==> config.mk <==
export PLATFORM = sky130hd
export DESIGN_NAME = onewire_mc_flat
export DESIGN_NICKNAME = d
export VERILOG_FILES = /design/src/rtl/onewire_mc_pkg.sv /design/src/rtl/onewire_mc_if.sv /design/src/rtl/onewire_mc_tick.sv /design/src/rtl/onewire_mc.sv /design/src/flat_wrapper.sv
export SDC_FILE = /design/constraint.sdc
export NUM_CORES = 1
export LEC_CHECK = 0
export BUFFER_PORTS_ARGS = -buffer_cell sky130_fd_sc_hd__clkbuf_2
export CAP_MARGIN = 5
export CORE_ASPECT_RATIO = 1.25
export CORE_MARGIN = 2
export CORE_UTILIZATION = 30
export DETAILED_ROUTE_END_ITERATION = 10
export PLACE_DENSITY = 0.57
export SLEW_MARGIN = 30
export SYNTH_ARGS = -nofsm -noshare
export SYNTH_HDL_FRONTEND = slang
export SYNTH_SLANG_ARGS = --single-unit
==> constraint.sdc <==
create_clock -name clk -period 3.45 [get_ports clk]
set_input_delay 0.5175 -clock clk [delete_from_list [all_inputs] [get_ports clk]]
set_output_delay 0.5175 -clock clk [all_outputs]
set_load 0.01 [all_outputs]
==> src/rtl/onewire_mc_pkg.sv <==
// rtl/onewire_mc_pkg.sv - 1-wire master command encodings, FSM states and slot timing
package onewire_mc_pkg;

  typedef enum logic [1:0] {
    TYP_BIT  = 2'b00,
    TYP_RST  = 2'b01,
    TYP_RSV2 = 2'b10,
    TYP_RSV3 = 2'b11
  } cmd_typ_e;

  typedef enum logic [1:0] {
    ST_IDLE = 2'b00,
    ST_LOW  = 2'b01,
    ST_REL  = 2'b10,
    ST_REC  = 2'b11
  } state_e;

  localparam int TW = 10;

  // Slot timing in ticks
  localparam logic [TW-1:0] T_LOW_W0   = 10'd60;
  localparam logic [TW-1:0] T_LOW_W1   = 10'd6;
  localparam logic [TW-1:0] T_SMP_BIT  = 10'd15;
  localparam logic [TW-1:0] T_SLOT_BIT = 10'd64;
  localparam logic [TW-1:0] T_LOW_RST  = 10'd480;
  localparam logic [TW-1:0] T_SMP_RST  = 10'd550;
  localparam logic [TW-1:0] T_SLOT_RST = 10'd960;

  function automatic logic typ_is_slot(input logic [1:0] typ);
    return (typ == TYP_BIT) || (typ == TYP_RST);
  endfunction

endpackage

==> src/rtl/onewire_mc_if.sv <==
// rtl/onewire_mc_if.sv - command/response and line bundle of the 1-wire master
interface onewire_mc_if #(
  parameter int OWN = 4
);
  localparam int SW = (OWN > 1) ? $clog2(OWN) : 1;

  logic           cmd_vld;
  logic           cmd_rdy;
  logic [1:0]     cmd_typ;
  logic           cmd_dat;
  logic           cmd_ovd;
  logic           cmd_pwr;
  logic [SW-1:0]  cmd_sel;
  logic           rsp_vld;
  logic           rsp_dat;
  logic [OWN-1:0] owr_p;
  logic [OWN-1:0] owr_e;
  logic [OWN-1:0] owr_i;

  modport master (
    output cmd_vld, cmd_typ, cmd_dat, cmd_ovd, cmd_pwr, cmd_sel, owr_i,
    input  cmd_rdy, rsp_vld, rsp_dat, owr_p, owr_e
  );

  modport slave (
    input  cmd_vld, cmd_typ, cmd_dat, cmd_ovd, cmd_pwr, cmd_sel, owr_i,
    output cmd_rdy, rsp_vld, rsp_dat, owr_p, owr_e
  );

endinterface

==> src/rtl/onewire_mc_tick.sv <==
// rtl/onewire_mc_tick.sv - tick strobe divider, standard or overdrive rate
module onewire_mc_tick #(
  parameter int CDR_N = 33,
  parameter int CDR_O = 4
) (
  input  logic clk,
  input  logic rst,
  input  logic clr,
  input  logic ovd,
  output logic tick
);
  localparam int DMAX = (CDR_N > CDR_O) ? CDR_N : CDR_O;
  localparam int CW   = (DMAX > 1) ? $clog2(DMAX) : 1;

  logic [CW-1:0] cnt;
  logic [CW-1:0] lim;

  assign lim  = ovd ? CW'(CDR_O - 1) : CW'(CDR_N - 1);
  assign tick = (cnt == lim);

  always_ff @(posedge clk or posedge rst) begin
    if (rst) begin
      cnt <= '0;
    end else if (clr || tick) begin
      cnt <= '0;
    end else begin
      cnt <= cnt + 1'b1;
    end
  end

endmodule

==> src/rtl/onewire_mc.sv <==
// rtl/onewire_mc.sv - multi-channel 1-wire master: bit and reset/presence slots
module onewire_mc
  import onewire_mc_pkg::*;
#(
  parameter int OWN   = 4,
  parameter int CDR_N = 33,
  parameter int CDR_O = 4
) (
  input  logic          clk,
  input  logic          rst,
  onewire_mc_if.slave   bus
);
  localparam int SW = (OWN > 1) ? $clog2(OWN) : 1;

  state_e         state;
  cmd_typ_e       typ_q;
  logic           dat_q;
  logic           ovd_q;
  logic           pwr_q;
  logic [SW-1:0]  sel_q;
  logic           sel_ok_q;
  logic [OWN-1:0] sel_mask_q;

  logic [TW-1:0]  tick_cnt;
  logic [TW-1:0]  low_end;
  logic [TW-1:0]  smp_pt;
  logic [TW-1:0]  slot_end;

  logic [OWN-1:0] sync1;
  logic [OWN-1:0] sync2;
  logic [OWN-1:0] owr_e_q;
  logic [OWN-1:0] owr_p_q;

  logic           smp_lvl;
  logic           pwr_go;
  logic           rsp_vld_q;
  logic           rsp_dat_q;
  logic           accept;
  logic           tick;
  logic           sel_ok_in;
  logic [OWN-1:0] sel_mask_in;
  logic           line;

  assign accept      = bus.cmd_vld && (state == ST_IDLE);
  assign sel_ok_in   = int'(bus.cmd_sel) < OWN;
  assign sel_mask_in = sel_ok_in ? (OWN'(1) << bus.cmd_sel) : '0;

  // An unselectable channel reads as an idle (high) line
  assign line = sel_ok_q ? sync2[sel_q] : 1'b1;

  always_comb begin
    low_end  = T_LOW_RST;
    smp_pt   = T_SMP_RST;
    slot_end = T_SLOT_RST;
    if (typ_q == TYP_BIT) begin
      low_end  = dat_q ? T_LOW_W1 : T_LOW_W0;
      smp_pt   = T_SMP_BIT;
      slot_end = T_SLOT_BIT;
    end
  end

  always_ff @(posedge clk or posedge rst) begin
    if (rst) begin
      sync1 <= '0;
      sync2 <= '0;
    end else begin
      sync1 <= bus.owr_i;
      sync2 <= sync1;
    end
  end

  onewire_mc_tick #(
    .CDR_N (CDR_N),
    .CDR_O (CDR_O)
  ) u_tick (
    .clk  (clk),
    .rst  (rst),
    .clr  (accept),
    .ovd  (ovd_q),
    .tick (tick)
  );

  always_ff @(posedge clk or posedge rst) begin
    if (rst) begin
      state      <= ST_IDLE;
      typ_q      <= TYP_BIT;
      dat_q      <= 1'b0;
      ovd_q      <= 1'b0;
      pwr_q      <= 1'b0;
      sel_q      <= '0;
      sel_ok_q   <= 1'b0;
      sel_mask_q <= '0;
      tick_cnt   <= '0;
      owr_e_q    <= '0;
      owr_p_q    <= '0;
      smp_lvl    <= 1'b0;
      pwr_go     <= 1'b0;
      rsp_vld_q  <= 1'b0;
      rsp_dat_q  <= 1'b0;
    end else begin
      rsp_vld_q <= 1'b0;
      pwr_go    <= 1'b0;
      if (pwr_go) begin
        owr_p_q <= sel_mask_q;
      end
      case (state)
        ST_IDLE: begin
          if (accept) begin
            typ_q      <= cmd_typ_e'(bus.cmd_typ);
            dat_q      <= bus.cmd_dat;
            ovd_q      <= bus.cmd_ovd;
            pwr_q      <= bus.cmd_pwr;
            sel_q      <= bus.cmd_sel;
            sel_ok_q   <= sel_ok_in;
            sel_mask_q <= sel_mask_in;
            tick_cnt   <= '0;
            owr_p_q    <= '0;
            if (typ_is_slot(bus.cmd_typ)) begin
              state   <= ST_LOW;
              owr_e_q <= sel_mask_in;
            end else begin
              rsp_vld_q <= 1'b1;
              rsp_dat_q <= 1'b0;
            end
          end
        end
        default: begin
          if (tick) begin
            tick_cnt <= tick_cnt + 1'b1;
            if (tick_cnt == smp_pt - 10'd1) begin
              smp_lvl <= line;
              if (state == ST_REL) begin
                state <= ST_REC;
              end
            end
            // A long low time can outlast the sample point; skip REL then
            if (state == ST_LOW && tick_cnt == low_end - 10'd1) begin
              owr_e_q <= '0;
              state   <= (tick_cnt >= smp_pt - 10'd1) ? ST_REC : ST_REL;
            end
            if (tick_cnt == slot_end - 10'd1) begin
              state     <= ST_IDLE;
              rsp_vld_q <= 1'b1;
              rsp_dat_q <= (typ_q == TYP_RST) ? ~smp_lvl : smp_lvl;
              pwr_go    <= pwr_q;
            end
          end
        end
      endcase
    end
  end

  assign bus.cmd_rdy = (state == ST_IDLE);
  assign bus.rsp_vld = rsp_vld_q;
  assign bus.rsp_dat = rsp_dat_q;
  assign bus.owr_e   = owr_e_q;
  // Pull-up is already off in the cycle a new command is taken
  assign bus.owr_p   = owr_p_q & ~{OWN{accept}};

endmodule

==> src/flat_wrapper.sv <==
// flat-port wrapper written by rule: the top's interface ports become plain ports
module onewire_mc_flat import onewire_mc_pkg::*;
#(
  parameter int OWN   = 4,
  parameter int CDR_N = 33,
  parameter int CDR_O = 4
)
  (clk, rst, bus_cmd_vld, bus_cmd_typ, bus_cmd_dat, bus_cmd_ovd, bus_cmd_pwr, bus_cmd_sel, bus_owr_i, bus_cmd_rdy, bus_rsp_vld, bus_rsp_dat, bus_owr_p, bus_owr_e);
  onewire_mc_if #(.OWN(OWN)) bus_i ();
  input  logic clk;
  input  logic rst;
  input wire logic [$bits(bus_i.cmd_vld)-1:0] bus_cmd_vld;
  input wire logic [$bits(bus_i.cmd_typ)-1:0] bus_cmd_typ;
  input wire logic [$bits(bus_i.cmd_dat)-1:0] bus_cmd_dat;
  input wire logic [$bits(bus_i.cmd_ovd)-1:0] bus_cmd_ovd;
  input wire logic [$bits(bus_i.cmd_pwr)-1:0] bus_cmd_pwr;
  input wire logic [$bits(bus_i.cmd_sel)-1:0] bus_cmd_sel;
  input wire logic [$bits(bus_i.owr_i)-1:0] bus_owr_i;
  output wire logic [$bits(bus_i.cmd_rdy)-1:0] bus_cmd_rdy;
  output wire logic [$bits(bus_i.rsp_vld)-1:0] bus_rsp_vld;
  output wire logic [$bits(bus_i.rsp_dat)-1:0] bus_rsp_dat;
  output wire logic [$bits(bus_i.owr_p)-1:0] bus_owr_p;
  output wire logic [$bits(bus_i.owr_e)-1:0] bus_owr_e;
  assign bus_i.cmd_vld = bus_cmd_vld;
  assign bus_i.cmd_typ = bus_cmd_typ;
  assign bus_i.cmd_dat = bus_cmd_dat;
  assign bus_i.cmd_ovd = bus_cmd_ovd;
  assign bus_i.cmd_pwr = bus_cmd_pwr;
  assign bus_i.cmd_sel = bus_cmd_sel;
  assign bus_i.owr_i = bus_owr_i;
  assign bus_cmd_rdy = bus_i.cmd_rdy;
  assign bus_rsp_vld = bus_i.rsp_vld;
  assign bus_rsp_dat = bus_i.rsp_dat;
  assign bus_owr_p = bus_i.owr_p;
  assign bus_owr_e = bus_i.owr_e;
  onewire_mc #(.OWN(OWN), .CDR_N(CDR_N), .CDR_O(CDR_O)) u_core (.clk(clk), .rst(rst), .bus(bus_i));
endmodule
==> metrics <==
antenna violations before repair 0; Routed WL 4990 um; DRT antenna net count 0; via count 1780; IO Pins 25; per-cell routed wire length 13.9 um; die span in y 105 um; most frequent cells after synthesis dfrtp_1 (50), nand2_1 (47), nor2_1 (20); Critical Path Start Type flop; # diodes 0; Core ar. 7840 um2; Clock Tree Buf Depth 2; # port buffers 24; Die ar. 8830 um2; largest net degree at the start of global routing 51; Max transition margin 51.5%; crit-path max FO 13; CTS Buf Count 5; CTS tree yes; syn nets 262; wire length of the first global-routing pass 8850 um; Syn Area/Cell 9.99 um2; Worst R2R Path Depth 8; CTS H-tree lvls 2; Setup Buffers After CTS 0; post-CTS sizing 0; Crit-path slowest cell dfrtp_1; width of the die 84.5 um; Final Max Slew Viols 0; leading post-synthesis cells by cell area dfrtp_1 (52%), nand2_1 (7.3%), mux2i_1 (4.1%); IR drop worst, VDD 0.273 mV; synthesized area 2430 um2; vias per cell 4.97; fin nets 281; delay-heaviest family, CP simple AND/OR/NAND/NOR gates; RSZ-0062 raised after global routing false; Post-Layout Cell Count 358; run status complete, no violations; PwrDens 569 nW/um2; setup TNS 0 ps; 1st-pass router iterations 4; Post-Syn Instances 243; crit path buf inv count 1; Clk pin slew, worst setup/hold paths 90 ps; crit end category output pin; Distinct cells, synth 50; Post-synth EDFFs 0; top-count cell post-synth dfrtp_1; Layout area overhead 12.6%; crit path kind reg2out; final setup fails 0; Tcrit/Tclk final 68.3%; Min-Delay Path Class in2async; number of global-route vias before repair 1806; Cell Chain, Critical Path nor2_1 > nand2_1 > and2_1 > clkbuf_2; Leak Pwr 1.23 nW; Skew-Pair Late Insertion Delay 300 ps; std cell rows 36; WP data required 2930 ps; dpl hpwl 3550 um; CTS Sinks 50; DP Cell Count 350; Post-synth top flop dfrtp_1; share of layout cells above drive strength 1 16.7%; sequential cell area fraction in the yosys report 51.5%; GRT Overall Usage 12.3%; Worst Tran Pin Value 728 ps; post-layout minimum cycle time 2360 ps; flops & latches, synth 50; Hold Vio Cnt, Final 0; Fmax 424 MHz; Starting DRT DRC Count 89; Max Cap Viol 0; CTS root buf clkbuf_8; Worst Path Arrival 1840 ps; # hold bufs at CTS 0; grt ovf 0; Max stage delay on crit path 500 ps; gpl congestion 0.829; DRC 0; Async S/R FF share, synth 100%; most area-hungry cell type in the Yosys netlist dfrtp_1; synth warn 0; Fin Clk Skew 5.69 ps; Worst path depth 4; Starting Density 31.0%; top-area cell type share of the netlist area 51.5%
## metrics by stage
| stage | power (W) | worst slack (ps) | area, um2 | util, % | hold slack, ps |
|---|---|---|---|---|---|
| finish | 0.00155 | 1090 | 2730 | 34.9 | 282 |
| global route | 0.00167 | 971 | 2730 | 34.9 | 302 |
| CTS | 0.00157 | 1070 | 2730 | 34.9 | 307 |
| detailed placement | 0.00116 | 1360 | 2620 | 33.5 | 336 |
| global placement | 0.00115 | 1340 | 2620 | 33.4 | 332 |
| floorplan | 0.00107 | 1580 | 2430 | - | 331 |
## registers in the layout, summed over array words and instances, names as in the netlist
register / cells
u_core.tick_cnt: 10
u_core.ovd_q: 1
u_core.sync1: 4
u_core.sel_mask_q: 4
u_core.typ_q: 2
u_core.u_tick.cnt: 6
u_core.pwr_q: 1
u_core.sel_ok_q: 1
u_core.state: 2
u_core.bus.rsp_dat: 1
u_core.bus.owr_e: 4
u_core.smp_lvl: 1
u_core.owr_p_q: 4
u_core.dat_q: 1
u_core.bus.rsp_vld: 1
u_core.sync2: 4
u_core.pwr_go: 1
u_core.sel_q: 2
## placed cells by master, fill, tap and decap left out, types with 2 or more instances in the layout
| master | synthesis | final |
|---|---|---|
| dfrtp_1 | 50 | 50 |
| nand2_1 | 47 | 47 |
| clkbuf_2 | 0 | 24 |
| nor2_1 | 20 | 20 |
| o21ai_0 | 16 | 16 |
| mux2i_1 | 10 | 10 |
| nand2b_1 | 8 | 8 |
| nand3_1 | 8 | 8 |
| nor3_1 | 6 | 6 |
| and2_1 | 5 | 5 |
| ha_1 | 5 | 5 |
| clkbuf_8 | 0 | 5 |
| a21oi_1 | 3 | 3 |
| or3_1 | 3 | 3 |
| and3_1 | 3 | 3 |
| xor2_1 | 3 | 3 |
| o22ai_1 | 3 | 3 |
| o31ai_1 | 2 | 2 |
| nor3b_1 | 2 | 2 |
| xnor2_1 | 2 | 2 |
| nand4_1 | 2 | 2 |
| o211ai_1 | 2 | 2 |
| o32ai_1 | 2 | 2 |
| a211oi_1 | 2 | 2 |
| buf_4 | 0 | 2 |
## routing by layer
layer | up-vias | GRT usage (%) | share of wire (%)
li1 | 882 | - | -
met1 | 862 | 16.2 | 47
met2 | 30 | 20.7 | 49
met4 | 0 | 3.06 | 1.1
met5 | - | 0 | 0
met3 | 6 | 2.29 | 3.0
## power breakdown
group	internal, W	switching (W)
clock	0.000216	0.000193
combinational	0.000158	0.000173
sequential	0.000687	0.000128
## worst reg2reg max path, stage by stage, from the launching register on
cell	delay, ps
dfrtp_1	440
nor2_4	200
inv_2	110
ha_1	320
nor3b_1	180
o21ai_0	140
a211o_1	250
a211oi_1	260
a211oi_1	120
## area by class of cell
cell class,count,area [um2]
clock inverter,2,37.5
inverter,3,13.8
fill,841,5100
tap,95,119
sequential,50,1250
timing repair buffer,26,135
clock buffer,6,72.6
multi-input combinational,176,1100
## logic make-up (layout without fill, tap and decap cells)
group	count (synthesis)	count (layout)	synth area share, %
XOR/XNOR	5	5	1.80
buffers and inverters	17	37	2.99
multiplexers	12	12	5.67
flip-flops	50	50	51.5
AO/OA/AOI/OAI	41	41	12.1
AND/OR/NAND/NOR	113	113	23.3
adder cells (fa/ha/maj)	5	5	2.58
## path summary, 6_finish.rpt
path                                       from                   end  slack [ps]
worst max-delay path            u_core.state[1]          bus_owr_p[1]        1090
worst min-delay path                        rst  u_core.u_tick.cnt[2]         280
worst max register to register  u_core.typ_q[0]       u_core.state[0]        1300
worst min register to register  u_core.sync1[3]       u_core.sync2[3]         350
max in group asynchronous                   rst   u_core.bus.owr_e[1]        2750
min in group clk                   bus_owr_i[0]       u_core.sync1[0]         320
No activity file was read; power rests on OpenSTA's default activity.
